`src/rtl/pcs_loopback_fifo.sv`:
```
// pcs_loopback_fifo
// Elastic buffer between a PCS receive path and a PCS transmit path. It
// deletes idles near the high watermark, counts overflow and underrun, and
// uses a small frame FSM on the read side. The read side inserts idles between
// frames and emits an error block when a frame is cut short.
module pcs_loopback_fifo #(
  parameter int IS_10G = 1,
  parameter int DATA_W = 64,
  parameter int DEPTH  = 8,
  parameter int HI_WM  = DEPTH - 2,
  parameter int CNT_W  = 16
) (
  input  logic                             clk,
  input  logic                             nreset,
  input  logic                             rx_signal_v_i,
  input  logic                             rx_valid_i,
  input  logic                             rx_ctrl_i,
  input  logic                             rx_idle_i,
  input  logic                             rx_term_i,
  input  logic                             rx_err_i,
  input  logic [(IS_10G != 0 ? 2 : 1)-1:0] rx_start_i,
  input  logic [DATA_W/8-1:0]              rx_keep_i,
  input  logic [DATA_W-1:0]                rx_data_i,
  input  logic                             tx_ready_i,
  output logic                             tx_ctrl_o,
  output logic                             tx_idle_o,
  output logic                             tx_term_o,
  output logic                             tx_err_o,
  output logic [(IS_10G != 0 ? 2 : 1)-1:0] tx_start_o,
  output logic [DATA_W/8-1:0]              tx_keep_o,
  output logic [DATA_W-1:0]                tx_data_o,
  output logic [$clog2(DEPTH):0]           level_o,
  output logic [CNT_W-1:0]                 idle_del_cnt_o,
  output logic [CNT_W-1:0]                 idle_ins_cnt_o,
  output logic [CNT_W-1:0]                 ovf_cnt_o,
  output logic [CNT_W-1:0]                 unf_cnt_o,
  output logic                             ovf_sticky_o,
  output logic                             unf_sticky_o
);

  localparam int LANE0_CNT_N = (IS_10G != 0) ? 2 : 1;
  localparam int KEEP_W      = DATA_W / 8;
  localparam int AW          = $clog2(DEPTH);
  localparam logic [AW:0] PTR_ONE = (AW+1)'(1);
  localparam logic [AW:0] HI_WM_L = (AW+1)'(HI_WM);

  typedef struct packed {
    logic                   ctrl;
    logic                   idle;
    logic [LANE0_CNT_N-1:0] start;
    logic                   term;
    logic                   err;
    logic [KEEP_W-1:0]      keep;
    logic [DATA_W-1:0]      data;
  } entry_t;

  typedef enum logic [1:0] {IDLE_S, FRAME_S, DROP_S} state_t;

  entry_t      mem [DEPTH];
  entry_t      rx_entry, head, tx_q, tx_nxt;
  logic [AW:0] wr_ptr, rd_ptr, level;
  logic        empty, full, pop_en, advance, pop;
  logic        push_cand, idle_drop, ovf_drop, push;
  logic        inc_ins, inc_unf;
  state_t      state, state_nxt;

  // Build a control-only block (idle or error); every other field is zero.
  function automatic entry_t ctrl_blk(input logic idle, input logic err);
    entry_t b;
    b      = '0;
    b.ctrl = 1'b1;
    b.idle = idle;
    b.err  = err;
    return b;
  endfunction

  // Increment a statistics counter without wrapping past all-ones.
  function automatic logic [CNT_W-1:0] sat_inc(input logic [CNT_W-1:0] c, input logic en);
    return (en && (c != '1)) ? c + CNT_W'(1) : c;
  endfunction

  assign rx_entry = {rx_ctrl_i, rx_idle_i, rx_start_i, rx_term_i, rx_err_i, rx_keep_i, rx_data_i};
  assign head     = mem[rd_ptr[AW-1:0]];

  assign level = wr_ptr - rd_ptr;
  assign empty = (wr_ptr == rd_ptr);
  assign full  = (wr_ptr[AW] != rd_ptr[AW]) && (wr_ptr[AW-1:0] == rd_ptr[AW-1:0]);

  // The read side stays frozen for the first cycle after reset release.
  assign advance = pop_en & tx_ready_i;
  assign pop     = advance & ~empty;

  assign push_cand = rx_signal_v_i & rx_valid_i;
  assign idle_drop = push_cand & rx_ctrl_i & rx_idle_i & (level >= HI_WM_L);
  assign ovf_drop  = push_cand & ~idle_drop & full & ~pop;
  assign push      = push_cand & ~idle_drop & ~ovf_drop;

  // Pointer and read-enable registers.
  // NOTE: clocked state uses non-blocking assignments so every flop samples pre-edge values.
  always_ff @(posedge clk or negedge nreset) begin
    if (!nreset) begin
      wr_ptr <= '0;
      rd_ptr <= '0;
      pop_en <= 1'b0;
    end else begin
      pop_en <= 1'b1;
      if (push) wr_ptr <= wr_ptr + PTR_ONE;
      if (pop)  rd_ptr <= rd_ptr + PTR_ONE;
    end
  end

  // Entry storage write.
  // NOTE: storage has no reset; occupancy comes only from the pointers, so stale entries are never read.
  always_ff @(posedge clk) begin
    if (push) mem[wr_ptr[AW-1:0]] <= rx_entry;
  end

  // Frame FSM state register; only moves on cycles where a block is emitted.
  always_ff @(posedge clk or negedge nreset) begin
    if (!nreset) state <= IDLE_S;
    else         state <= state_nxt;
  end

  // Frame FSM next-state decode.
  // NOTE: combinational blocks assign every output a default first so no latch is inferred.
  always_comb begin
    state_nxt = state;
    if (advance) begin
      unique case (state)
        IDLE_S: begin
          if (!empty && (|head.start) && !head.term) state_nxt = FRAME_S;
        end
        FRAME_S: begin
          if (empty)          state_nxt = DROP_S;
          else if (head.term) state_nxt = IDLE_S;
        end
        DROP_S: begin
          if (!empty) begin
            if (|head.start) state_nxt = head.term ? IDLE_S : FRAME_S;
            else if (head.term) state_nxt = IDLE_S;
          end
        end
        default: state_nxt = IDLE_S;
      endcase
    end
  end

  // Frame FSM output decode: the next TX block and statistics strobes.
  always_comb begin
    tx_nxt  = ctrl_blk(1'b1, 1'b0);
    inc_ins = 1'b0;
    inc_unf = 1'b0;
    unique case (state)
      IDLE_S: begin
        if (empty) inc_ins = advance;
        else       tx_nxt  = head;
      end
      FRAME_S: begin
        if (empty) begin
          tx_nxt  = ctrl_blk(1'b0, 1'b1);
          inc_unf = advance;
        end else begin
          tx_nxt = head;
          // A start inside an open frame means the previous frame lost its term.
          if (|head.start) tx_nxt.err = 1'b1;
        end
      end
      DROP_S: begin
        if (!empty && (|head.start)) tx_nxt = head;
      end
      default: tx_nxt = ctrl_blk(1'b1, 1'b0);
    endcase
  end

  // Registered TX block; holds while the transmitter is not ready.
  always_ff @(posedge clk or negedge nreset) begin
    if (!nreset)      tx_q <= ctrl_blk(1'b1, 1'b0);
    else if (advance) tx_q <= tx_nxt;
  end

  // Saturating statistics counters and sticky error flags.
  always_ff @(posedge clk or negedge nreset) begin
    if (!nreset) begin
      idle_del_cnt_o <= '0;
      idle_ins_cnt_o <= '0;
      ovf_cnt_o      <= '0;
      unf_cnt_o      <= '0;
      ovf_sticky_o   <= 1'b0;
      unf_sticky_o   <= 1'b0;
    end else begin
      idle_del_cnt_o <= sat_inc(idle_del_cnt_o, idle_drop);
      idle_ins_cnt_o <= sat_inc(idle_ins_cnt_o, inc_ins);
      ovf_cnt_o      <= sat_inc(ovf_cnt_o, ovf_drop);
      unf_cnt_o      <= sat_inc(unf_cnt_o, inc_unf);
      ovf_sticky_o   <= ovf_sticky_o | ovf_drop;
      unf_sticky_o   <= unf_sticky_o | inc_unf;
    end
  end

  assign tx_ctrl_o  = tx_q.ctrl;
  assign tx_idle_o  = tx_q.idle;
  assign tx_start_o = tx_q.start;
  assign tx_term_o  = tx_q.term;
  assign tx_err_o   = tx_q.err;
  assign tx_keep_o  = tx_q.keep;
  assign tx_data_o  = tx_q.data;
  assign level_o    = level;

endmodule

```
`config.mk`:
```
export PLATFORM = sky130hd
export DESIGN_NAME = pcs_loopback_fifo
export DESIGN_NICKNAME = d
export VERILOG_FILES = /design/src/rtl/pcs_loopback_fifo.sv
export SDC_FILE = /design/constraint.sdc
export NUM_CORES = 1
export LEC_CHECK = 0
export CELL_PAD_IN_SITES_DETAIL_PLACEMENT = 0
export CELL_PAD_IN_SITES_GLOBAL_PLACEMENT = 1
export CORE_MARGIN = 2
export CORE_UTILIZATION = 47
export CTS_BUF_LIST = sky130_fd_sc_hd__clkbuf_4
export CTS_CLUSTER_SIZE = 24
export DETAILED_ROUTE_END_ITERATION = 12
export GPL_ROUTABILITY_DRIVEN = 0
export HOLD_SLACK_MARGIN = 0.08
export PLACE_DENSITY = 0.83
export SLEW_MARGIN = 20
export SYNTH_ARGS = -nofsm -noshare
export SYNTH_HDL_FRONTEND = slang
export SYNTH_SLANG_ARGS = --single-unit
```
`constraint.sdc`:
```
create_clock -name clk -period 10 [get_ports clk]
set_input_delay 2 -clock clk [delete_from_list [all_inputs] [get_ports clk]]
set_output_delay 2 -clock clk [all_outputs]
set_load 0.02 [all_outputs]
```
==> impl_metrics.json, run 1 <==
{
  "synthFlopType": "edfxtp_1",
  "hold_path_class": "reg -> reg",
  "p_leak_nw": 12.5,
  "syn_inst": 1517,
  "synth.cell_area_sq_mm": 0.0298,
  "synthMuxAreaShare": 0.146,
  "maxCapViolations": 0,
  "endpoint_kind": "output pin",
  "grt_max_degree": 84,
  "r2r_slack_ps": 5500,
  "fin_crit_ps": 5830,
  "synth_compound_area_frac": 0.0211,
  "initial_core_util": 0.474,
  "ys_warn_count": 0,
  "startpoint_type": "flip-flop",
  "antenna_found_initial": 10,
  "die_w_um": 256,
  "area_growth_pct": 19.3,
  "first_pass_iters": 5,
  "synth.net_count": 1610,
  "synth_top_family_by_area": "multiplexers",
  "seq_power_share": 0.445,
  "clk_path_buf_depth": 3,
  "antenna_left": 0,
  "drc": 0,
  "synthSimpleGateAreaFrac": 0.0381,
  "die_area_sq_mm": 0.0654,
  "worstPathRequired_ps": 8000,
  "core_sq_mm": 0.0629,
  "synthAdderAreaFrac": 0.00445,
  "path_clk_slew_ps": 60,
  "comb_power_share": 0.284,
  "finalHoldViolCount": 0,
  "htree_levels": 4,
  "cts_setup_buffers": 0,
  "detail_route.wl_per_cell_um": 21.1,
  "async_flop_share": 0.199,
  "hpwl_um": 36000,
  "cp_max_fo": 23,
  "fmax_mhz": 172,
  "ys_seq_area_frac": 0.759,
  "grt_pass1_wl_um": 95500,
  "num_io_pins": 231,
  "r2r-end": "mem[7][39]",
  "cts_tree": "built",
  "synth_xor_area_frac": 0.0197,
  "critPathKind": "reg -> out",
  "cts_sinks": 779,
  "netSwitchingFraction": 0.313,
  "cts-root-buf": "clkbuf_4",
  "maxSlewViolCount": 0,
  "final_cell_mix": "624 x edfxtp_1, 263 x clkbuf_4, 229 x clkdlybuf4s50_1, 156 x mux4_2, 151 x dfrtp_1",
  "setup_tns_ps": 0,
  "num_rows": 92,
  "cts.repair.resized": 0,
  "rsz0062_at_grt": "no",
  "postSynthAreaPerCell_sq_um": 19.6,
  "grt_usage": 0.192,
  "intPower_mw": 6.47,
  "worst_slew_pin_slew_ps": 1100,
  "dr.first_iter.drc_count": 1191,
  "die_y_um": 256,
  "crit_path_end": "level_o[3]",
  "power.switching_mw": 2.94,
  "drive_gt1_frac": 0.245,
  "arrival_ps": 3830,
  "slew_headroom": 0.267,
  "postPlaceCellArea_sq_mm": 0.0331,
  "irDropWorstVdd_mv": 0.148,
  "cts-buffers-inserted": 191,
  "grt_pass1_vias": 16455,
  "powerDensity_mw_per_mm2": 265,
  "reg2regPathDepth": 9,
  "cp_slowest_stage_delay_ps": 750,
  "finalWorstSetupSlack_ps": 4170,
  "nNetsFinal": 1991,
  "final_common_cell": "edfxtp_1",
  "cp_cell_sequence": "inv_4, ha_1, a21oi_1, and2_1, xnor2_1, clkdlybuf4s50_1",
  "hold_buffers": 0,
  "port_buffers": 230,
  "viasPerCell": 5.35,
  "synth-seq-cells": 779,
  "rr_startpoint": "rd_ptr[2]",
  "drt-total-wl_um": 61200,
  "timing.final.crit_share": 0.583,
  "setup_violations": 0,
  "skew_ps": 93.4,
  "crit_start": "rd_ptr[2]",
  "synth.distinct_cells": 57,
  "cp_slowest_cell": "dfrtp_1",
  "fillers": 4806,
  "clk-insertion-delay-late_ps": 1020,
  "vias": 15512,
  "place_ws_ps": 4480,
  "synth_edf_count": 624,
  "clkPwrFrac": 0.270,
  "final_area_sq_mm": 0.0355,
  "grt_overflow_total": 0,
  "status": "finished clean"
}
[layout make-up]
type                    instances  area [sq um]  area share
diodes                          3          7.51    0.000211
repair buffers                254          2480      0.0699
flip-flops and latches        779         22600       0.637
well taps                     846          1060      0.0298
clock buffers                 263          1970      0.0556
inverters                      15          61.3     0.00173
multi-input cells             657          6890       0.194
clock inverters                85           438      0.0123
[critical path, delay by kind of cell (launching register included)]
family	cells	cell delay, ps
buf+inv	2	980
flops	1	750
fa+ha+maj	1	440
compound gates	1	260
simple gates	1	250
xor+xnor	1	140
[through the flow]
stage          power (mW)  instances  utilization  hold slack [ps]
6_report             9.41       2902        0.565              478
4_1_cts              9.56       2899        0.565              486
2_1_floorplan        5.97       1517            -              501
3_5_place_dp         6.99       2551        0.527              472
3_3_place_gp         6.94       2551        0.527              466
5_1_grt              9.92       2901        0.565              506
[worst min path at each step]
stage                   from            end  depth (start not counted)
5_1_grt         tx_keep_o[4]   tx_keep_o[4]                          2
4_1_cts        tx_data_o[15]  tx_data_o[15]                          2
2_1_floorplan      rd_ptr[3]      rd_ptr[3]                          1
6_report       tx_data_o[15]  tx_data_o[15]                          2
3_5_place_dp   tx_data_o[15]  tx_data_o[15]                          2
3_3_place_gp    tx_keep_o[1]   tx_keep_o[1]                          2
[registers in the layout, summed over array words and instances (netlist names)]
signal,count
idle_ins_cnt_o,16
unf_sticky_o,1
tx_data_o,64
pop_en,1
tx_start_o,2
mem,624
state,2
tx_keep_o,8
tx_err_o,1
ovf_sticky_o,1
ovf_cnt_o,16
idle_del_cnt_o,16
tx_term_o,1
tx_idle_o,1
wr_ptr,4
rd_ptr,4
tx_ctrl_o,1
unf_cnt_o,16
[power by group through the flow]
stage                     Combinational [mW]  Sequential (mW)  Clock, mW
after floorplan                         1.60             4.37          0
after global placement                  2.69             4.25          0
after detailed placement                2.72             4.26          0
after CTS                               2.73             4.20       2.63
after global routing                    2.88             4.24       2.79
final                                   2.68             4.19       2.54
[cell usage after synthesis (all sizes together) (2+ instances only)]
library cell | number | area, sq um
nand3 | 25 | 125
dfstp | 2 | 52.6
o41ai | 2 | 17.5
nor4 | 4 | 31.3
buf | 30 | 141
a211oi | 3 | 27.5
ha | 9 | 113
and3 | 15 | 93.8
nand3b | 2 | 15.0
clkbuf | 36 | 143
edfxtp | 624 | 18700
a21oi | 5 | 25.0
xnor2 | 51 | 447
nand4 | 17 | 106
xor2 | 16 | 140
or4 | 2 | 18.8
inv | 15 | 56.3
nor3 | 15 | 91.3
and4 | 8 | 70.1
nor2 | 21 | 81.3
dfrtp | 153 | 3830
a22oi | 3 | 22.5
mux4 | 156 | 3510
o21ai | 83 | 415
nand2 | 114 | 428
mux2 | 6 | 67.6
a31oi | 2 | 18.8
or2 | 4 | 25.0
nor3b | 2 | 15.0
mux2i | 76 | 761
and2 | 2 | 12.5
[per-layer routing]
metal | share of wire | global-route usage | up-vias
met1 | 0.42 | 0.252 | 8003
met5 | 0.0012 | 0 | -
li1 | - | - | 6931
met2 | 0.50 | 0.310 | 486
met4 | 0.011 | 0.0544 | 14
met3 | 0.069 | 0.0611 | 78
[kinds of logic (layout without fill, tap and decap cells)]
| logic type | after synthesis | after routing |
|---|---|---|
| buf+inv | 81 | 617 |
| xor+xnor | 67 | 67 |
| fa+ha+maj | 10 | 10 |
| simple gates | 234 | 234 |
| mux | 238 | 238 |
| other cells | 1 | 4 |
| compound gates | 107 | 107 |
| flops | 779 | 779 |
Power figures use the tool's default switching activity.
==> run 2, diff against run 1 <==
Clock period 10 ns to 4.9 ns, I/O delays scaled along.
==> impl_metrics.json, run 2 (same netlist as run 1, synthesis figures left out) <==
{
  "hold_path_class": "reg -> reg",
  "cp_max_fo": 32,
  "drc": 0,
  "critPathKind": "reg -> out",
  "nNetsFinal": 1987,
  "hp-start": "ovf_sticky_o",
  "status": "finished clean",
  "startpoint_type": "flip-flop",
  "die_area_sq_mm": 0.0654,
  "clk_path_buf_depth": 3,
  "cts_sinks": 779,
  "viasPerCell": 5.35,
  "finalPower_mw": 19.7,
  "arrival_ps": 3590,
  "grt_max_degree": 81,
  "final_area_sq_mm": 0.0359,
  "port_buffers": 230,
  "timing.final.crit_share": 0.933,
  "rr_startpoint": "rd_ptr[1]",
  "fmax_mhz": 219,
  "fin_crit_ps": 4570,
  "area_growth_pct": 20.6,
  "grt_overflow_total": 0,
  "die_w_um": 256,
  "detail_route.wl_per_cell_um": 21.4,
  "r2r-end": "mem[7][19]",
  "finalHoldViolCount": 0,
  "num_rows": 92,
  "vias": 15516,
  "finalWorstSetupSlack_ps": 330,
  "setup_violations": 0,
  "path_clk_slew_ps": 60,
  "maxSlewViolCount": 0,
  "final_cell_mix": "624 x edfxtp_1, 278 x clkbuf_4, 229 x clkdlybuf4s50_1, 156 x mux4_2, 150 x dfrtp_1",
  "grt_pass1_wl_um": 96300,
  "core_sq_mm": 0.0629,
  "maxCapViolations": 0,
  "clk-insertion-delay-late_ps": 1000,
  "hpwl_um": 35600,
  "worstPathRequired_ps": 3920,
  "reg2regPathDepth": 9,
  "postPlaceCellArea_sq_mm": 0.0333,
  "num_io_pins": 231,
  "cts_setup_buffers": 0,
  "grt_pass1_vias": 16608,
  "place_ws_ps": 1020,
  "drive_gt1_frac": 0.252,
  "setup_tns_ps": 0,
  "skew_ps": 54.5,
  "antenna_left": 0,
  "antenna_found_initial": 14,
  "worst_slew_pin_slew_ps": 1030,
  "whs_path_depth": 1,
  "grt_usage": 0.194,
  "rsz0062_at_grt": "no",
  "slew_headroom": 0.313,
  "cts-root-buf": "clkbuf_4",
  "die_y_um": 256,
  "endpoint_kind": "output pin",
  "initial_core_util": 0.474,
  "irDropWorstVdd_mv": 0.321,
  "r2r_slack_ps": 1220,
  "final_core_utilization": 0.571,
  "p_leak_nw": 12.6,
  "first_pass_iters": 5,
  "cts-buffers-inserted": 186,
  "final_common_cell": "edfxtp_1",
  "largest_register_ffs": 624,
  "dr.first_iter.drc_count": 1307,
  "htree_levels": 4,
  "hold_end": "ovf_sticky_o",
  "cts_tree": "built",
  "drt-total-wl_um": 62100,
  "powerDensity_mw_per_mm2": 547
}
==> run 2: cell count changes in the layout (fill, tap and decap cells not counted), sizes merged <==
cell	change
clkinv	-20
clkbuf	+15
bufinv	+5
inv	-5
clkinvlp	+2
diode	+1
dlygate4sd3	+1
==> run 2: area by class of cell <==
class	instances	area, sq um
flip-flops and latches	779	22600
diodes	4	10.0
well taps	846	1060
inverters	15	63.8
repair buffers	255	2650
clock inverters	67	468
clock buffers	278	2090
multi-input cells	657	6950
fillers	4704	26900
==> run 2: report_power, final <==
| group | internal (mW) | total [mW] | leakage (nW) | switching [mW] |
|---|---|---|---|---|
| logic | 2.66 | 5.63 | 3.53 | 2.97 |
| clock network | 2.97 | 5.47 | 1.48 | 2.49 |
| registers | 8.00 | 8.55 | 7.62 | 0.553 |
| total | 13.6 | 19.7 | 12.6 | 6.02 |
==> run 2: per-stage QoR <==
step	hold slack, ps	instances
2_1_floorplan	501	1517
3_3_place_gp	453	2549
3_5_place_dp	463	2550
4_1_cts	478	2896
5_1_grt	490	2900
6_report	470	2901
==> run 2: worst max-delay path by stage <==
stage / cells after the start / end / slack [ps] / start
after floorplan: 10 / mem[1][0] / -640 / rd_ptr[2]
after global placement: 7 / mem[4][23] / 1020 / tx_ready_i
after detailed placement: 8 / mem[6][24] / 1020 / tx_ready_i
after CTS: 7 / level_o[3] / 120 / rd_ptr[2]
after global routing: 6 / level_o[3] / 40 / rd_ptr[1]
final: 6 / level_o[3] / 330 / rd_ptr[1]
==> run 2: metal layers <==
metal	GRT usage	up-vias	wire (um)
met2	0.310	505	30700
met5	0	-	124
li1	-	6941	-
met4	0.0630	20	1030
met3	0.0636	100	4380
met1	0.253	7950	25800
==> run 2: worst max-delay path, cell delays in order, from the launching register on <==
cell and delay (ps):
dfrtp_4 770, inv_1 230, ha_1 370, nand3b_1 140
and2_1 230, xnor2_1 200, clkdlybuf4s50_1 660
==> run 2: repair_timing <==
action / CTS / global route
resized for setup: 0 / 1
endpoints found under the setup margin: 0 / 1
endpoints found under the hold margin: 78 / 0
hold buffers: 1 / 0
